===== config.mk =====
export PLATFORM = sky130hd
export DESIGN_NAME = usb_data_buffer_flat
export DESIGN_NICKNAME = d
export VERILOG_FILES = /design/src/rtl/usb_data_buffer_if.sv /design/src/rtl/usb_data_buffer.sv /design/src/flat_wrapper.sv
export SDC_FILE = /design/constraint.sdc
export NUM_CORES = 1
export LEC_CHECK = 0
export CAP_MARGIN = 25
export CORE_ASPECT_RATIO = 0.8
export CORE_MARGIN = 2
export CORE_UTILIZATION = 56
export CTS_BUF_LIST = sky130_fd_sc_hd__clkbuf_4
export DETAILED_ROUTE_END_ITERATION = 6
export PLACE_DENSITY = 0.84
export SYNTH_ARGS = -nofsm -noshare
export SYNTH_HDL_FRONTEND = slang
export SYNTH_SLANG_ARGS = --single-unit

===== constraint.sdc =====
create_clock -name clk -period 6.75 [get_ports clk]
set_input_delay 0.675 -clock clk [delete_from_list [all_inputs] [get_ports clk]]
set_output_delay 0.675 -clock clk [all_outputs]
set_load 0.02 [all_outputs]

===== src/rtl/usb_data_buffer_if.sv =====
// Bus bundle between the AHB slave / USB engines (master) and the shared byte buffer (slave).
interface usb_data_buffer_if;
  logic       clear;
  logic       store_tx_data;
  logic [7:0] tx_data;
  logic       get_rx_data;
  logic [7:0] rx_data;
  logic       store_rx_packet_data;
  logic [7:0] rx_packet_data;
  logic       get_tx_packet_data;
  logic [7:0] tx_packet_data;
  logic [6:0] buffer_occupancy;
  logic       buffer_empty;
  logic       buffer_full;
  logic       overflow_err;
  logic       underflow_err;

  modport master (
    output clear, store_tx_data, tx_data, get_rx_data,
    output store_rx_packet_data, rx_packet_data, get_tx_packet_data,
    input  rx_data, tx_packet_data, buffer_occupancy,
    input  buffer_empty, buffer_full, overflow_err, underflow_err
  );

  modport slave (
    input  clear, store_tx_data, tx_data, get_rx_data,
    input  store_rx_packet_data, rx_packet_data, get_tx_packet_data,
    output rx_data, tx_packet_data, buffer_occupancy,
    output buffer_empty, buffer_full, overflow_err, underflow_err
  );
endinterface


===== src/rtl/usb_data_buffer.sv =====
// Byte FIFO shared by the AHB slave and USB RX/TX engines, first-word-fall-through reads.
// Sticky overflow/underflow flags are built only when BUFFER_ERR_FLAGS_EN is defined.
module usb_data_buffer #(
  parameter int DEPTH = 64
) (
  input logic              clk,
  input logic              rst,
  usb_data_buffer_if.slave bus
);

  localparam int         AW      = (DEPTH > 1) ? $clog2(DEPTH) : 1;
  localparam logic [6:0] DEPTH_C = 7'(DEPTH);

  logic [7:0]    mem_q [DEPTH];
  logic [AW-1:0] wr_ptr_q, wr_ptr_d;
  logic [AW-1:0] rd_ptr_q, rd_ptr_d;
  logic [6:0]    occ_q, occ_d;
  logic          empty_q, full_q;

  logic          push_req, pop_req;
  logic          push_ok, pop_ok;
  logic [7:0]    push_byte;
  logic [7:0]    head_byte;

  // RX engine wins the write port; a full buffer still takes a push if a pop frees a slot.
  always_comb begin
    push_req  = bus.store_rx_packet_data | bus.store_tx_data;
    push_byte = bus.store_rx_packet_data ? bus.rx_packet_data : bus.tx_data;
    pop_req   = bus.get_tx_packet_data | bus.get_rx_data;
    pop_ok    = pop_req & ~empty_q & ~bus.clear;
    push_ok   = push_req & (~full_q | pop_ok) & ~bus.clear;
  end

  always_comb begin
    wr_ptr_d = wr_ptr_q;
    rd_ptr_d = rd_ptr_q;
    occ_d    = occ_q;
    if (bus.clear) begin
      wr_ptr_d = '0;
      rd_ptr_d = '0;
      occ_d    = '0;
    end else begin
      if (push_ok) wr_ptr_d = wr_ptr_q + AW'(1);
      if (pop_ok)  rd_ptr_d = rd_ptr_q + AW'(1);
      case ({push_ok, pop_ok})
        2'b10:   occ_d = occ_q + 7'd1;
        2'b01:   occ_d = occ_q - 7'd1;
        default: occ_d = occ_q;
      endcase
    end
  end

  always_ff @(posedge clk or posedge rst) begin
    if (rst) begin
      wr_ptr_q <= '0;
      rd_ptr_q <= '0;
      occ_q    <= '0;
      empty_q  <= 1'b1;
      full_q   <= 1'b0;
    end else begin
      wr_ptr_q <= wr_ptr_d;
      rd_ptr_q <= rd_ptr_d;
      occ_q    <= occ_d;
      empty_q  <= (occ_d == 7'd0);
      full_q   <= (occ_d == DEPTH_C);
    end
  end

  // Storage has no reset so it maps onto distributed/block RAM.
  always_ff @(posedge clk) begin
    if (push_ok) mem_q[wr_ptr_q] <= push_byte;
  end

  assign head_byte            = empty_q ? 8'h00 : mem_q[rd_ptr_q];
  assign bus.rx_data          = head_byte;
  assign bus.tx_packet_data   = head_byte;
  assign bus.buffer_occupancy = occ_q;
  assign bus.buffer_empty     = empty_q;
  assign bus.buffer_full      = full_q;

`ifdef BUFFER_ERR_FLAGS_EN
  logic ovf_q, unf_q;
  logic push_drop;

  // A dual push loses the AHB byte, which counts as a drop just like pushing into a full buffer.
  assign push_drop = (bus.store_rx_packet_data & bus.store_tx_data) | (push_req & ~push_ok);

  always_ff @(posedge clk or posedge rst) begin
    if (rst) begin
      ovf_q <= 1'b0;
      unf_q <= 1'b0;
    end else if (bus.clear) begin
      ovf_q <= 1'b0;
      unf_q <= 1'b0;
    end else begin
      if (push_drop)          ovf_q <= 1'b1;
      if (pop_req & empty_q)  unf_q <= 1'b1;
    end
  end

  assign bus.overflow_err  = ovf_q;
  assign bus.underflow_err = unf_q;
`else
  assign bus.overflow_err  = 1'b0;
  assign bus.underflow_err = 1'b0;
`endif

endmodule


===== src/flat_wrapper.sv =====
// flat-port wrapper written by rule: the top's interface ports become plain ports
module usb_data_buffer_flat 
#(
  parameter int DEPTH = 64
)
  (clk, rst, bus_clear, bus_store_tx_data, bus_tx_data, bus_get_rx_data, bus_store_rx_packet_data, bus_rx_packet_data, bus_get_tx_packet_data, bus_rx_data, bus_tx_packet_data, bus_buffer_occupancy, bus_buffer_empty, bus_buffer_full, bus_overflow_err, bus_underflow_err);
  usb_data_buffer_if bus_i ();
  input logic clk;
  input logic rst;
  input wire logic [$bits(bus_i.clear)-1:0] bus_clear;
  input wire logic [$bits(bus_i.store_tx_data)-1:0] bus_store_tx_data;
  input wire logic [$bits(bus_i.tx_data)-1:0] bus_tx_data;
  input wire logic [$bits(bus_i.get_rx_data)-1:0] bus_get_rx_data;
  input wire logic [$bits(bus_i.store_rx_packet_data)-1:0] bus_store_rx_packet_data;
  input wire logic [$bits(bus_i.rx_packet_data)-1:0] bus_rx_packet_data;
  input wire logic [$bits(bus_i.get_tx_packet_data)-1:0] bus_get_tx_packet_data;
  output wire logic [$bits(bus_i.rx_data)-1:0] bus_rx_data;
  output wire logic [$bits(bus_i.tx_packet_data)-1:0] bus_tx_packet_data;
  output wire logic [$bits(bus_i.buffer_occupancy)-1:0] bus_buffer_occupancy;
  output wire logic [$bits(bus_i.buffer_empty)-1:0] bus_buffer_empty;
  output wire logic [$bits(bus_i.buffer_full)-1:0] bus_buffer_full;
  output wire logic [$bits(bus_i.overflow_err)-1:0] bus_overflow_err;
  output wire logic [$bits(bus_i.underflow_err)-1:0] bus_underflow_err;
  assign bus_i.clear = bus_clear;
  assign bus_i.store_tx_data = bus_store_tx_data;
  assign bus_i.tx_data = bus_tx_data;
  assign bus_i.get_rx_data = bus_get_rx_data;
  assign bus_i.store_rx_packet_data = bus_store_rx_packet_data;
  assign bus_i.rx_packet_data = bus_rx_packet_data;
  assign bus_i.get_tx_packet_data = bus_get_tx_packet_data;
  assign bus_rx_data = bus_i.rx_data;
  assign bus_tx_packet_data = bus_i.tx_packet_data;
  assign bus_buffer_occupancy = bus_i.buffer_occupancy;
  assign bus_buffer_empty = bus_i.buffer_empty;
  assign bus_buffer_full = bus_i.buffer_full;
  assign bus_overflow_err = bus_i.overflow_err;
  assign bus_underflow_err = bus_i.underflow_err;
  usb_data_buffer #(.DEPTH(DEPTH)) u_core (.clk(clk), .rst(rst), .bus(bus_i));
endmodule

==> results.json, run 1 <==
{
  "critical_path_slowest_stage_cell": "dfrtp_4",
  "timing.critical_path.from_type": "register",
  "crit_required_ps": 6070,
  "tritoncts.num_buffers": 118,
  "cts_hold_repair.buffers": 0,
  "critical_path.reg2reg.startpoint": "u_core.bus.buffer_empty$_DFF_PP1_",
  "num_vias": 11230,
  "post_route_cells_drive_above_1_share": 0.2757,
  "post_synth_mux_area_share": 0.1575,
  "worstMarginPinSlew_ps": 1004,
  "synth_top_flop_cell": "edfxtp_1",
  "power_density_nw_per_um2": 321.3,
  "htree_num_levels": 3,
  "maximum_number_of_pins_on_one_net_before_global_route_repair": 66,
  "min_path_type": "in2async",
  "synth_compound_area_frac": 0.02979,
  "ff2ff_path_depth": 13,
  "die_h_um": 179.4,
  "cts.path.max_buffers": 3,
  "ios": 50,
  "fin_crit_sh": 0.8145,
  "detail_route.vias_per_cell": 6.272,
  "design.final.nets": 1231,
  "cts_resized": 0,
  "routed_wl_um": 45790,
  "dieArea_um2": 40060,
  "hpwl_um": 27630,
  "synth_cell_type_count": 59,
  "fin_skew_ps": 53.03,
  "maxSlewHeadroom": 0.3284,
  "layout-area-overhead-vs-synth_pct": 10.93,
  "vdd_ir_drop_max_mv": 0.1790,
  "path_max_fanout": 41,
  "placeableCoreArea_um2": 38120,
  "endpoint_of_the_worst_register_to_register_path": "u_core.bus.buffer_full$_DFF_PP0_",
  "grt_pass1_wl_um": 69360,
  "std_cell_rows": 64,
  "drt_iter0_drc": 1387,
  "timing.final.ws_setup_ps": 1252,
  "route.detailed.drc": 0,
  "root_driver": "clkbuf_4",
  "reg2reg_setup_slack_ps": 2750,
  "period_minus_slack_ps": 5498,
  "ys_async_sr_fraction": 0.03940,
  "setup_viol_count_final": 0,
  "syn-mean-instance-area_um2": 19.60,
  "cp_cell_sequence": "buf_4 > mux4_2 > o22a_1 > nor2_1 > a2111oi_0 > o21ai_0 > nand2_1 > clkdlybuf4s50_1",
  "gp_congestion": 0.8351,
  "clk_pin_slew_ps": 70,
  "post_synth_xor_area_fraction": 0.005692,
  "drt_antenna_net_count": 0,
  "post_drt_wl_per_cell_um": 25.57,
  "synth_sequential_area_ratio": 0.7381,
  "synthDominantAreaCellType": "edfxtp_1",
  "ys.warnings.count": 0,
  "synth-edff-count": 512,
  "grt_antenna_before_repair": 1,
  "starting_density_of_the_core": 0.5652,
  "leakagePower_uw": 0.007459,
  "layout.cells.most_common_list": "edfxtp_1 (512), clkbuf_4 (178), mux4_2 (124)",
  "combinational_family_with_the_most_area_after_synthesis": "multiplexers",
  "final-hold-violation-count": 0,
  "timing.critical_path.arrival_ps": 4820,
  "finalMaxSlewViolations": 0,
  "die_x_um": 223.3,
  "timing.critical_path.to_type": "output port",
  "synth-simple-area-share": 0.04263,
  "synthesis.instances": 1099,
  "unrepaired_setup_endpoints_after_global_routing": "no",
  "dr_pass1_iterations": 6,
  "grt_use_total": 0.2334,
  "criticalPathCategory": "reg2out",
  "netlist_area_um2": 21540,
  "timing.fmax_mhz": 181.9,
  "worst_slack_placed_ps": 2006,
  "synth.ff_latch_count": 533,
  "clock_sinks": 533,
  "yosysTopAreaCellShare": 0.7137,
  "synth-adder-area-share": 0.002904,
  "leading_cell_types_by_total_area_after_synthesis": "edfxtp_1 (71%), mux4_2 (13%), dfrtp_1 (2.3%), nor2_1 (1.6%), mux2i_1 (0.98%)",
  "critical_path.max_stage_delay_ps": 990,
  "layout_commonest_cell": "edfxtp_1",
  "grt_pass1_vias": 11250,
  "cts_tree": "built",
  "overflow": 0,
  "skew_pair_late_insertion_delay_ps": 800,
  "io_buffers": 47,
  "post_cts.repair.setup_buffers": 0,
  "max-cap-violations": 0,
  "finalSetupTns_ps": 0,
  "status": "completed"
}
## power by group
| part | total [uW] | switching, uW | internal, uW |
|---|---|---|---|
| sequential | 3840 | 151 | 3690 |
| combinational | 1420 | 714 | 703 |
| clock | 2420 | 1190 | 1240 |
| total | 7680 | 2050 | 5630 |
## state kept, by name (all words and copies together) (netlist names)
| name | cells |
|---|---|
| u_core.bus.buffer_empty | 1 |
| u_core.mem_q | 512 |
| u_core.bus.buffer_occupancy | 7 |
| u_core.bus.buffer_full | 1 |
| u_core.rd_ptr_q | 6 |
| u_core.wr_ptr_q | 6 |
## metrics by stage
stage	cells	power [uW]	cell area, um^2	hold WS [ps]	utilization
after detailed placement	1575	5325	22330	651.5	0.5857
after global routing	1791	7985	23900	365.5	0.6270
after CTS	1787	7726	23820	294.4	0.6249
after floorplan	1100	4932	21550	552.5	-
final	1791	7679	23900	319.7	0.6270
after global placement	1573	5294	22290	619.4	0.5847
## worst max-delay path by stage
| stage | startpoint | to | slack [ps] | depth (start not counted) |
|---|---|---|---|---|
| floorplan | bus_clear | u_core.bus.buffer_full$_DFF_PP0_ | 3040 | 14 |
| global placement | u_core.rd_ptr_q[0]$_DFFE_PP0P_ | bus_rx_data[1] | 2030 | 8 |
| detailed placement | u_core.rd_ptr_q[0]$_DFFE_PP0P_ | bus_rx_data[1] | 2010 | 8 |
| CTS | u_core.rd_ptr_q[0]$_DFFE_PP0P_ | bus_rx_data[1] | 1120 | 8 |
| global route | u_core.rd_ptr_q[0]$_DFFE_PP0P_ | bus_rx_data[1] | 970 | 8 |
| finish | u_core.rd_ptr_q[0]$_DFFE_PP0P_ | bus_rx_data[1] | 1250 | 8 |
## synthesized netlist by cell type, types with 4 or more instances
master,instances
or3_1,9
o221ai_1,5
xor2_1,9
nand3b_1,6
nand2_1,31
nor3_1,9
o22ai_1,9
xnor2_1,5
nand3_1,8
clkbuf_1,26
nor2_1,94
buf_4,24
edfxtp_1,512
ha_1,5
nand2b_1,5
a21oi_1,22
buf_1,7
buf_6,4
nor2b_1,13
mux4_2,124
mux2i_1,21
o21ai_0,22
buf_2,19
inv_1,4
mux2_2,16
dfrtp_1,20
a211oi_1,6
or2_2,4
mux4_1,8
## metal layers
metal / share of wire / track usage / vias up / wire length (um)
li1: - / - / 4751 / -
met1: 0.39 / 0.3306 / 5708 / 17850
met2: 0.48 / 0.3556 / 652 / 21960
met3: 0.091 / 0.04887 / 122 / 4150
met4: 0.040 / 0.1083 / 0 / 1830
met5: 0 / 0 / - / 0
## cells by family after synthesis
kind of cell,after synthesis
compound gates,97
xor+xnor,14
fa+ha+maj,5
buf+inv,86
flops,533
mux,169
other cells,1
simple gates,194
## worst max-delay path: cells and delay by family (launching register included)
| kind | cells | cell delay, ps |
|---|---|---|
| flip-flops | 1 | 990 |
| AO/OA/AOI/OAI | 3 | 1240 |
| AND/OR/NAND/NOR | 2 | 210 |
| multiplexers | 1 | 340 |
| buffers and inverters | 2 | 1180 |
## final cells by class
cell class / instances / area (um^2)
antenna: 1 / 2.502
clock buffer: 178 / 1336
clock inverter: 34 / 157.7
fill: 2565 / 14220
inverter: 4 / 15.01
multi-input combinational: 481 / 5146
sequential: 533 / 15910
tap: 495 / 619.3
timing repair buffer: 65 / 708.2
Power figures use the tool's default switching activity.
==> run 2: changes to the inputs <==
PLACE_DENSITY = 0.87   (was 0.84)
clock period = 4.74 ns   (was 6.75 ns; I/O delays follow)
==> results.json, run 2 (same netlist as run 1, synthesis figures left out) <==
{
  "vdd_ir_drop_max_mv": 0.2658,
  "criticalPathCategory": "reg2out",
  "setup_viol_count_final": 0,
  "final-hold-violation-count": 0,
  "design.final.nets": 1247,
  "critical_path.reg2reg.startpoint": "u_core.bus.buffer_empty$_DFF_PP1_",
  "power_uw": 11260,
  "worstMarginPinSlew_ps": 1032,
  "dieArea_um2": 40060,
  "cts_hold_repair.buffers": 0,
  "crit_required_ps": 4270,
  "timing.critical_path.to_type": "output port",
  "detail_route.vias_per_cell": 6.449,
  "skew_pair_late_insertion_delay_ps": 860,
  "maximum_number_of_pins_on_one_net_before_global_route_repair": 65,
  "finalMaxSlewViolations": 0,
  "largest_reg_flops": 512,
  "timing.fmax_mhz": 219.1,
  "timing.critical_path.from_type": "register",
  "finalSetupTns_ps": 0,
  "num_vias": 11670,
  "reg2reg_setup_slack_ps": 760,
  "cts_tree": "built",
  "routed_wl_um": 49450,
  "route.detailed.drc": 0,
  "fin_skew_ps": 38.99,
  "htree_num_levels": 3,
  "clk_pin_slew_ps": 80,
  "layout.cells.most_common_list": "edfxtp_1 (512), clkbuf_4 (180), mux4_2 (124)",
  "placeableCoreArea_um2": 38120,
  "ff2ff_path_depth": 13,
  "overflow": 0,
  "io_buffers": 47,
  "fillers": 2454,
  "endpoint_of_the_worst_register_to_register_path": "u_core.bus.buffer_full$_DFF_PP0_",
  "drt_iter0_drc": 1738,
  "dr_pass1_iterations": 6,
  "unrepaired_setup_endpoints_after_global_routing": "no",
  "post_route_cells_drive_above_1_share": 0.2854,
  "tritoncts.num_buffers": 118,
  "clock_sinks": 533,
  "std_cell_rows": 64,
  "die_x_um": 223.3,
  "status": "completed",
  "cp-endpoint": "bus_rx_data[0]",
  "period_minus_slack_ps": 4564,
  "die_h_um": 179.4,
  "layout_commonest_cell": "edfxtp_1",
  "min_path_type": "in2async",
  "path_max_fanout": 31,
  "grt_antenna_before_repair": 2,
  "post_drt_wl_per_cell_um": 27.32,
  "setup.worst_path.start": "u_core.rd_ptr_q[1]$_DFFE_PP0P_",
  "timing.critical_path.arrival_ps": 4090,
  "hpwl_um": 30010,
  "power_density_nw_per_um2": 466.8,
  "max_flop_register": "u_core.mem_q",
  "grt_use_total": 0.2452,
  "root_driver": "clkbuf_4",
  "fin_crit_sh": 0.9630,
  "gp_congestion": 0.8614,
  "leakagePower_uw": 0.007566,
  "starting_density_of_the_core": 0.5652,
  "grt_pass1_vias": 11580,
  "drt_antenna_net_count": 0,
  "maxSlewHeadroom": 0.3092,
  "cts.path.max_buffers": 3,
  "layout-area-overhead-vs-synth_pct": 11.98,
  "max-cap-violations": 0,
  "grt_pass1_wl_um": 71970,
  "ios": 50
}
## run 2: worst min path at each step
stage / from / slack (ps) / to / cells after the start
after detailed placement: u_core.rd_ptr_q[5]$_DFFE_PP0P_ / 620 / u_core.rd_ptr_q[5]$_DFFE_PP0P_ / 2
after CTS: rst / 70 / u_core.wr_ptr_q[1]$_DFFE_PP0P_ / 2
after global routing: rst / 120 / u_core.wr_ptr_q[0]$_DFFE_PP0P_ / 2
after global placement: u_core.rd_ptr_q[5]$_DFFE_PP0P_ / 580 / u_core.rd_ptr_q[5]$_DFFE_PP0P_ / 2
after floorplan: rst / 450 / u_core.bus.buffer_full$_DFF_PP0_ / 1
final: rst / 80 / u_core.wr_ptr_q[1]$_DFFE_PP0P_ / 2
## run 2: what timing repair did
| action | 4_1_cts | 5_1_grt |
|---|---|---|
| buffers inserted | 0 | 3 |
| resized for setup | 0 | 1 |
| endpoints found under the setup margin | 0 | 8 |
## run 2: power by group
part           internal [uW]  switching (uW)  leakage [uW]
combinational           1080            1210       0.00177
clock                   1840            1750      0.000915
sequential              5250             138       0.00488
## run 2: area by class of cell
| type | count | area [um^2] | area share |
|---|---|---|---|
| Timing Repair Buffer | 81 | 882.1 | 0.03656 |
| Antenna cell | 1 | 2.502 | 0.0001037 |
| Inverter | 4 | 15.01 | 0.0006224 |
| Sequential cell | 533 | 15910 | 0.6596 |
| Clock buffer | 180 | 1351 | 0.05601 |
| Tap cell | 495 | 619.3 | 0.02567 |
| Multi-Input combinational cell | 481 | 5147 | 0.2134 |
| Clock inverter | 35 | 193.9 | 0.008039 |
## run 2: metal layers
layer | vias up | share of wire | global-route usage
met3 | 136 | 0.12 | 0.06195
met5 | - | 0 | 0
met4 | 0 | 0.032 | 0.09173
met2 | 848 | 0.48 | 0.3763
li1 | 4794 | - | -
met1 | 5894 | 0.37 | 0.3466
## run 2: stage by stage
| step | setup slack [ps] | cell area, um^2 | cells | hold WS, ps | utilization |
|---|---|---|---|---|---|
| 2_1_floorplan | 1229 | 21550 | 1100 | 449.8 | - |
| 3_3_place_gp | 561.0 | 22430 | 1587 | 576.2 | 0.5884 |
| 3_5_place_dp | 356.7 | 22480 | 1589 | 623.9 | 0.5897 |
| 4_1_cts | 18.50 | 24020 | 1804 | 71.92 | 0.6302 |
| 5_1_grt | 65.58 | 24120 | 1810 | 124.3 | 0.6329 |
| 6_report | 175.6 | 24120 | 1810 | 82.74 | 0.6329 |
## run 2: worst max-delay path: stages, from the launching register on
cell             delay, ps
dfrtp_4                690
buf_12                 300
mux4_2                 560
mux4_2                 540
o2111ai_1              370
nand2_1                180
clkdlybuf4s50_1        570
==> run 3: changes to the inputs <==
==> constraint.sdc (replaced) <==
create_clock -name clk -period 4.74 [get_ports clk]
set_input_delay 0.948 -clock clk [delete_from_list [all_inputs] [get_ports clk]]
set_output_delay 0.948 -clock clk [all_outputs]
set_load 0.02 [all_outputs]
==> results.json, run 3 (same netlist as run 1, synthesis figures left out) <==
{
  "die_x_um": 223.3,
  "maximum_number_of_pins_on_one_net_before_global_route_repair": 65,
  "min_path_type": "in2async",
  "cts.path.max_buffers": 3,
  "critical_path.reg2reg.startpoint": "u_core.bus.buffer_empty$_DFF_PP1_",
  "finalMaxSlewViolations": 0,
  "p_int_uw": 8306,
  "io_buffers": 47,
  "htree_num_levels": 3,
  "post_drt_wl_per_cell_um": 27.03,
  "fin_skew_ps": 56.46,
  "root_driver": "clkbuf_4",
  "max_flop_register": "u_core.mem_q",
  "cts_hold_repair.buffers": 0,
  "drt_antenna_net_count": 0,
  "layout-area-overhead-vs-synth_pct": 14.08,
  "power.switching_fraction": 0.2751,
  "clkPwrFrac": 0.323,
  "max-cap-violations": 0,
  "route.detailed.drc": 0,
  "std_cell_rows": 64,
  "timing.fmax_mhz": 213.5,
  "path_max_fanout": 27,
  "final-hold-violation-count": 0,
  "p_switching_uw": 3152,
  "reg2reg_setup_slack_ps": 1320,
  "overflow": 0,
  "timing.critical_path.arrival_ps": 3730,
  "design.final.nets": 1286,
  "criticalPathCategory": "reg2out",
  "timing.critical_path.to_type": "output port",
  "dr_pass1_iterations": 5,
  "ios": 50,
  "vdd_ir_drop_max_mv": 0.2504,
  "layout.cells.most_common_list": "edfxtp_1 (512), clkbuf_4 (182), mux4_2 (124)",
  "sequential_share_of_power": 0.466,
  "post_route_cells_drive_above_1_share": 0.3054,
  "grt_use_total": 0.2514,
  "largest_reg_flops": 512,
  "routed_wl_um": 50230,
  "gp_congestion": 0.8886,
  "clock_sinks": 533,
  "starting_density_of_the_core": 0.5652,
  "status": "completed",
  "dieArea_um2": 40060,
  "grt_pass1_wl_um": 73680,
  "power_uw": 11460,
  "hpwl_um": 30140,
  "leakagePower_uw": 0.007954,
  "cts_tree": "built",
  "num_vias": 11810,
  "power_density_nw_per_um2": 466.3,
  "unrepaired_setup_endpoints_after_global_routing": "no",
  "maxSlewHeadroom": 0.2742,
  "clk_pin_slew_ps": 90,
  "tritoncts.num_buffers": 121,
  "drt_iter0_drc": 1764,
  "die_h_um": 179.4,
  "period_minus_slack_ps": 4683,
  "placeableCoreArea_um2": 38120,
  "worstMarginPinSlew_ps": 1089,
  "fin_crit_sh": 0.9879,
  "combPwrFrac": 0.210,
  "crit_required_ps": 3790,
  "grt_antenna_before_repair": 1,
  "skew_pair_late_insertion_delay_ps": 830,
  "setup_viol_count_final": 0,
  "post-route-util": 0.6448,
  "setup.worst_path.start": "u_core.rd_ptr_q[1]$_DFFE_PP0P_",
  "grt_pass1_vias": 11720,
  "timing.critical_path.from_type": "register",
  "detail_route.vias_per_cell": 6.358,
  "layout_commonest_cell": "edfxtp_1"
}
==> run 3: worst paths after layout <==
path,to,cells past startpoint
min,u_core.wr_ptr_q[1]$_DFFE_PP0P_,2
max,bus_rx_data[4],7
min reg2reg,u_core.rd_ptr_q[5]$_DFFE_PP0P_,2
max reg2reg,u_core.bus.buffer_full$_DFF_PP0_,13
min in group clk,u_core.rd_ptr_q[5]$_DFFE_PP0P_,2
max in group asynchronous,u_core.rd_ptr_q[0]$_DFFE_PP0P_,2
==> run 3: power groups by stage <==
stage                     registers, uW  clock network, uW  logic (uW)
after floorplan                    5400                  0        1620
after global placement             5460                  0        2170
after detailed placement           5460                  0        2230
after CTS                          5340               3740        2340
after global routing               5350               3980        2530
final                              5340               3700        2410
==> run 3: critical path: stages, from the launching register on <==
cell and delay [ps]:
dfrtp_4 490, buf_4 220, bufbuf_16 380, mux4_2 550, mux2i_2 290, a221o_1 190
o21ai_1 150, clkdlybuf4s50_1 600
==> run 3: through the flow <==
stage | setup TNS (ps) | hold WS, ps | cell area (um^2) | setup slack, ps | std cells
5_1_grt | 0 | 616.0 | 24580 | 30.48 | 1858
3_5_place_dp | 0 | 595.3 | 22670 | 493.7 | 1617
4_1_cts | -142.1 | 573.4 | 24420 | -33.78 | 1852
3_3_place_gp | 0 | 580.9 | 22630 | 633.0 | 1615
2_1_floorplan | 0 | 552.5 | 21550 | 755.0 | 1100
6_report | 0 | 579.6 | 24580 | 57.21 | 1858
==> run 3: layout make-up <==
class,count,area (um^2)
inverter,4,15.01
timing repair buffer,117,1227
sequential,533,15910
fill,2414,13540
clock buffer,182,1366
clock inverter,45,262.8
tap,495,619.3
multi-input combinational,481,5170
antenna,1,2.502
==> run 3: routing by layer <==
layer,vias up,global-route usage,part of all wire
met2,810,0.3836,0.48
met4,2,0.1141,0.037
met1,5990,0.3509,0.37
met3,133,0.06015,0.11
li1,4879,-,-
met5,-,0,0.0011
==> run 3: what timing repair did <==
action / CTS / global route
setup endpoints to repair: 16 / 13
setup buffers: 7 / 1
gates cloned: 1 / 2
gates resized for setup: 6 / 17
==> variant 1, RTL diff (config.mk and constraints of run 2) <==
Add a define of `BUFFER_ERR_FLAGS_EN`.
--- a/src/rtl/usb_data_buffer.sv
+++ b/src/rtl/usb_data_buffer.sv
@@ -1,5 +1,7 @@
 // Byte FIFO shared by the AHB slave and USB RX/TX engines, first-word-fall-through reads.
 // Sticky overflow/underflow flags are built only when BUFFER_ERR_FLAGS_EN is defined.
+`define BUFFER_ERR_FLAGS_EN
+
 module usb_data_buffer #(
   parameter int DEPTH = 64
 ) (
Check against the original RTL: not equivalent (a bounded check fails within 4 cycles, from zero or initial values and one cycle with rst high).
==> variant 1 against run 2 <==
The flow now finishes with violations (design-rule violations); clock skew increased by 10 ps; area after synthesis decreased by 0.41%; total power is 0.52% lower; design area down 0.45%; routed wire length down 0.58%; synthesized cell count decreased by 0.27%; count of clock-buffer cells in the layout up 3; sequential cell count increased by 2; worst setup slack got worse by 22 ps; critical path type unchanged; critical endpoint is now bus_tx_packet_data[2].
==> variant 1: results <==
{
  "met2_usage_pct": 39.3,
  "hpwl_um": 30300,
  "crit_path_end": "bus_tx_packet_data[2]",
  "synth_compound_gate_area_share_pct": 3.36,
  "avgSynthCellArea_sq_um": 19.6,
  "critPathKind": "flip-flop to primary output",
  "synth.yosys.seq_area_share_pct": 74.3,
  "synth_enable_flop_cells": 512,
  "cp_slowest_stage_delay_ps": 790,
  "ir_drop_mv": 0.332,
  "tritoncts.num_buffers": 119,
  "drc_errors": 3,
  "skew_ps": 49.1,
  "outcome": "complete, but fails checks",
  "dr.pass1.iters": 7,
  "yosys-top-cells-count": "512 x edfxtp_1, 119 x mux4_2, 103 x nor2_1, 26 x clkbuf_1, 24 x nand2_1",
  "vias": 11600,
  "grt_pass1_wl_um": 72100,
  "violations": "design-rule violations",
  "drive_gt1_share_pct": 27.7,
  "antenna_found_initial": 1,
  "port_buffers": 49,
  "use_met1_pct": 34.0,
  "cts_htree_levels": 3,
  "cp.arrival_ps": 4110,
  "cp_top_family": "compound AO/OA/AOI/OAI gates",
  "layout.nets": 1254,
  "routed_wl_um": 49200,
  "grt.total_usage_pct": 25.0,
  "synthFlopType": "edfxtp_1",
  "dpl.cell_count": 1596,
  "ys_types": 53,
  "synthAdderAreaFrac_pct": 0.338,
  "leakage_nw": 7.60,
  "met3_usage_pct": 7.67,
  "rrSetupSlack_ps": 910,
  "drt-initial-drc-count": 1569,
  "muxShareOfSynthArea_pct": 14.8,
  "async_reset_ff_share_pct": 4.30,
  "synth_xor_area_share_pct": 0.612,
  "worst_pin_slew_ps": 992,
  "drt-vias-per-instance": 6.39,
  "place_congestion": 0.859,
  "synth_area_leaders": "edfxtp_1 72%, mux4_2 12%, dfrtp_1 2.6%",
  "cp_max_fo": 20,
  "cp_slowest_cell": "a2111oi_0",
  "crit_path_start": "u_core.rd_ptr_q[1]"
}
variant 1: cell count changes in the layout (fill, tap and decap cells not counted), moves of 4 or more:
cell and delta:
o21ai_0 -7, o22ai_1 +11, mux4_2 -5, a22oi_1 +5, nand2_1 -7, nand4_1 +4, o221ai_1 +7, or3_1 -6
mux2i_1 -9, nand3_1 +6, nor2_1 +9
variant 1: layout make-up:
type / count / area (sq um)
Antenna cell: 1 / 2.50
Clock buffer: 183 / 1370
Clock inverter: 31 / 149
Fill cell: 2471 / 14000
Inverter: 4 / 15.0
Multi-Input combinational cell: 484 / 5050
Sequential cell: 535 / 16000
Tap cell: 495 / 619
Timing Repair Buffer: 82 / 846
variant 1: per-layer routing:
layer / part of all wire (%) / up-vias / wire length (um)
met5: 0 / - / 0
met4: 2.6 / 0 / 1260
met3: 12 / 125 / 5890
met2: 48 / 815 / 23500
met1: 38 / 5845 / 18500
li1: - / 4819 / -
variant 1: timing repair:
| action | 4_1_cts | 5_1_grt |
|---|---|---|
| endpoints found under the setup margin | 0 | 10 |
| buffers inserted | 0 | 2 |
| resized for setup | 0 | 1 |
variant 1: per-stage QoR:
stage	worst slack [ps]	instance area, sq um	total power, W	util, %	hold WS (ps)
3_5_place_dp	475	22400	0.00770	58.9	506
3_3_place_gp	697	22300	0.00763	58.7	488
6_report	154	24000	0.0112	63.1	85.7
2_1_floorplan	1240	21500	0.00706	-	475
5_1_grt	39.8	24000	0.0116	63.1	142
4_1_cts	52.5	23900	0.0112	62.9	82.9
variant 1: power breakdown:
group / internal [W] / switching, W / total, W
Sequential: 0.00527 / 0.000148 / 0.00542
Combinational: 0.00106 / 0.00117 / 0.00222
Clock: 0.00180 / 0.00175 / 0.00356
==> variant 2, RTL diff (flow settings as in run 2) <==
Without the edit above. `DEPTH` is set to 64 in 2 places; all go to 128.
--- a/src/rtl/usb_data_buffer.sv
+++ b/src/rtl/usb_data_buffer.sv
@@ -1,7 +1,7 @@
 // Byte FIFO shared by the AHB slave and USB RX/TX engines, first-word-fall-through reads.
 // Sticky overflow/underflow flags are built only when BUFFER_ERR_FLAGS_EN is defined.
 module usb_data_buffer #(
-  parameter int DEPTH = 64
+  parameter int DEPTH = 128
 ) (
   input logic              clk,
   input logic              rst,
--- a/src/flat_wrapper.sv
+++ b/src/flat_wrapper.sv
@@ -1,7 +1,7 @@
 // flat-port wrapper written by rule: the top's interface ports become plain ports
 module usb_data_buffer_flat 
 #(
-  parameter int DEPTH = 64
+  parameter int DEPTH = 128
 )
   (clk, rst, bus_clear, bus_store_tx_data, bus_tx_data, bus_get_rx_data, bus_store_rx_packet_data, bus_rx_packet_data, bus_get_tx_packet_data, bus_rx_data, bus_tx_packet_data, bus_buffer_occupancy, bus_buffer_empty, bus_buffer_full, bus_overflow_err, bus_underflow_err);
   usb_data_buffer_if bus_i ();
Check against the original RTL: not equivalent (a bounded check fails within 4 cycles, from zero or initial values and one cycle with rst high).
==> variant 2 against run 2 <==
The flow now finishes with violations (design-rule violations, negative setup slack); sequential share of layout area up 1.0 points; worst setup slack worse by 330 ps; area after synthesis is 91% higher; total power rose by 75%; routed wire length increased by 120%; utilization is 1.4 points higher; design area grew 94%; combinational power shrank 9.2%; sequential cell count grew 514; final cell count rose by 84%.
==> variant 2: results <==
{
  "outcome": "complete, but fails checks",
  "violations": "design-rule violations, negative setup slack",
  "fin_setup_tns_ps": -586,
  "leakage_nw": 14.5,
  "dpl.cell_count": 2905,
  "drt-initial-drc-count": 4928,
  "fillerInstances": 4252,
  "dr.pass1.iters": 7,
  "use_met1_pct": 38.3,
  "routed_wl_um": 111000,
  "tritoncts.num_buffers": 225,
  "synth.yosys.seq_area_share_pct": 76.2,
  "drive_gt1_share_pct": 33.9,
  "wl_met2_um": 51000,
  "wl_met3_um": 17000,
  "syn_inst": 1951,
  "fin_ws_ps": -152,
  "clock_latency_ps": 1150,
  "cp_max_fo": 18,
  "grt_pass1_vias": 22900,
  "drc_errors": 6,
  "cp.arrival_ps": 4420,
  "ctsHoldBuffers": 1,
  "met2_usage_pct": 42.9,
  "layout.nets": 2236,
  "finalSetupViolCount": 10
}
-- variant 2: worst max-delay path, stage by stage (launching register included) --
cell and delay (ps):
dfrtp_1 750, nand2_1 740, a21oi_1 920, a2111oi_4 110
nor3_2 220, buf_4 180, dlygate4sd2_1 360
-- variant 2: worst max path at each step --
stage / start / endpoint / slack (ps) / depth (start not counted)
detailed placement: u_core.rd_ptr_q[1] / bus_rx_data[5] / 560 / 8
global placement: u_core.rd_ptr_q[0] / bus_tx_packet_data[5] / 620 / 9
floorplan: u_core.bus.buffer_empty / u_core.bus.buffer_full / 1670 / 15
CTS: u_core.rd_ptr_q[0] / bus_rx_data[1] / -110 / 9
finish: u_core.rd_ptr_q[5] / bus_tx_packet_data[7] / -150 / 6
global route: u_core.rd_ptr_q[0] / bus_tx_packet_data[0] / -30 / 10
-- variant 2: where the power goes --
part | internal (W) | switching, W | total, W | leakage (nW)
clock network | 0.00370 | 0.00365 | 0.00735 | 1.79
logic | 0.000965 | 0.00112 | 0.00208 | 3.20
registers | 0.0102 | 0.0000502 | 0.0103 | 9.51
-- variant 2: area by class of cell --
class	count	share of cell area, %
flip-flops and latches	1047	67.0
well taps	945	2.53
clock inverters	52	0.878
inverters	3	0.0241
multi-input cells	778	20.2
repair buffers	153	3.72
diodes	6	0.0321
clock buffers	347	5.57
-- variant 2: stage by stage --
| stage | setup WS [ps] | area (sq um) | util [%] |
|---|---|---|---|
| finish | -152 | 46800 | 64.6 |
| global route | -34.0 | 46800 | 64.6 |
| CTS | -115 | 46500 | 64.2 |
| detailed placement | 559 | 42900 | 59.3 |
| global placement | 624 | 42900 | 59.3 |
| floorplan | 1670 | 41100 | - |
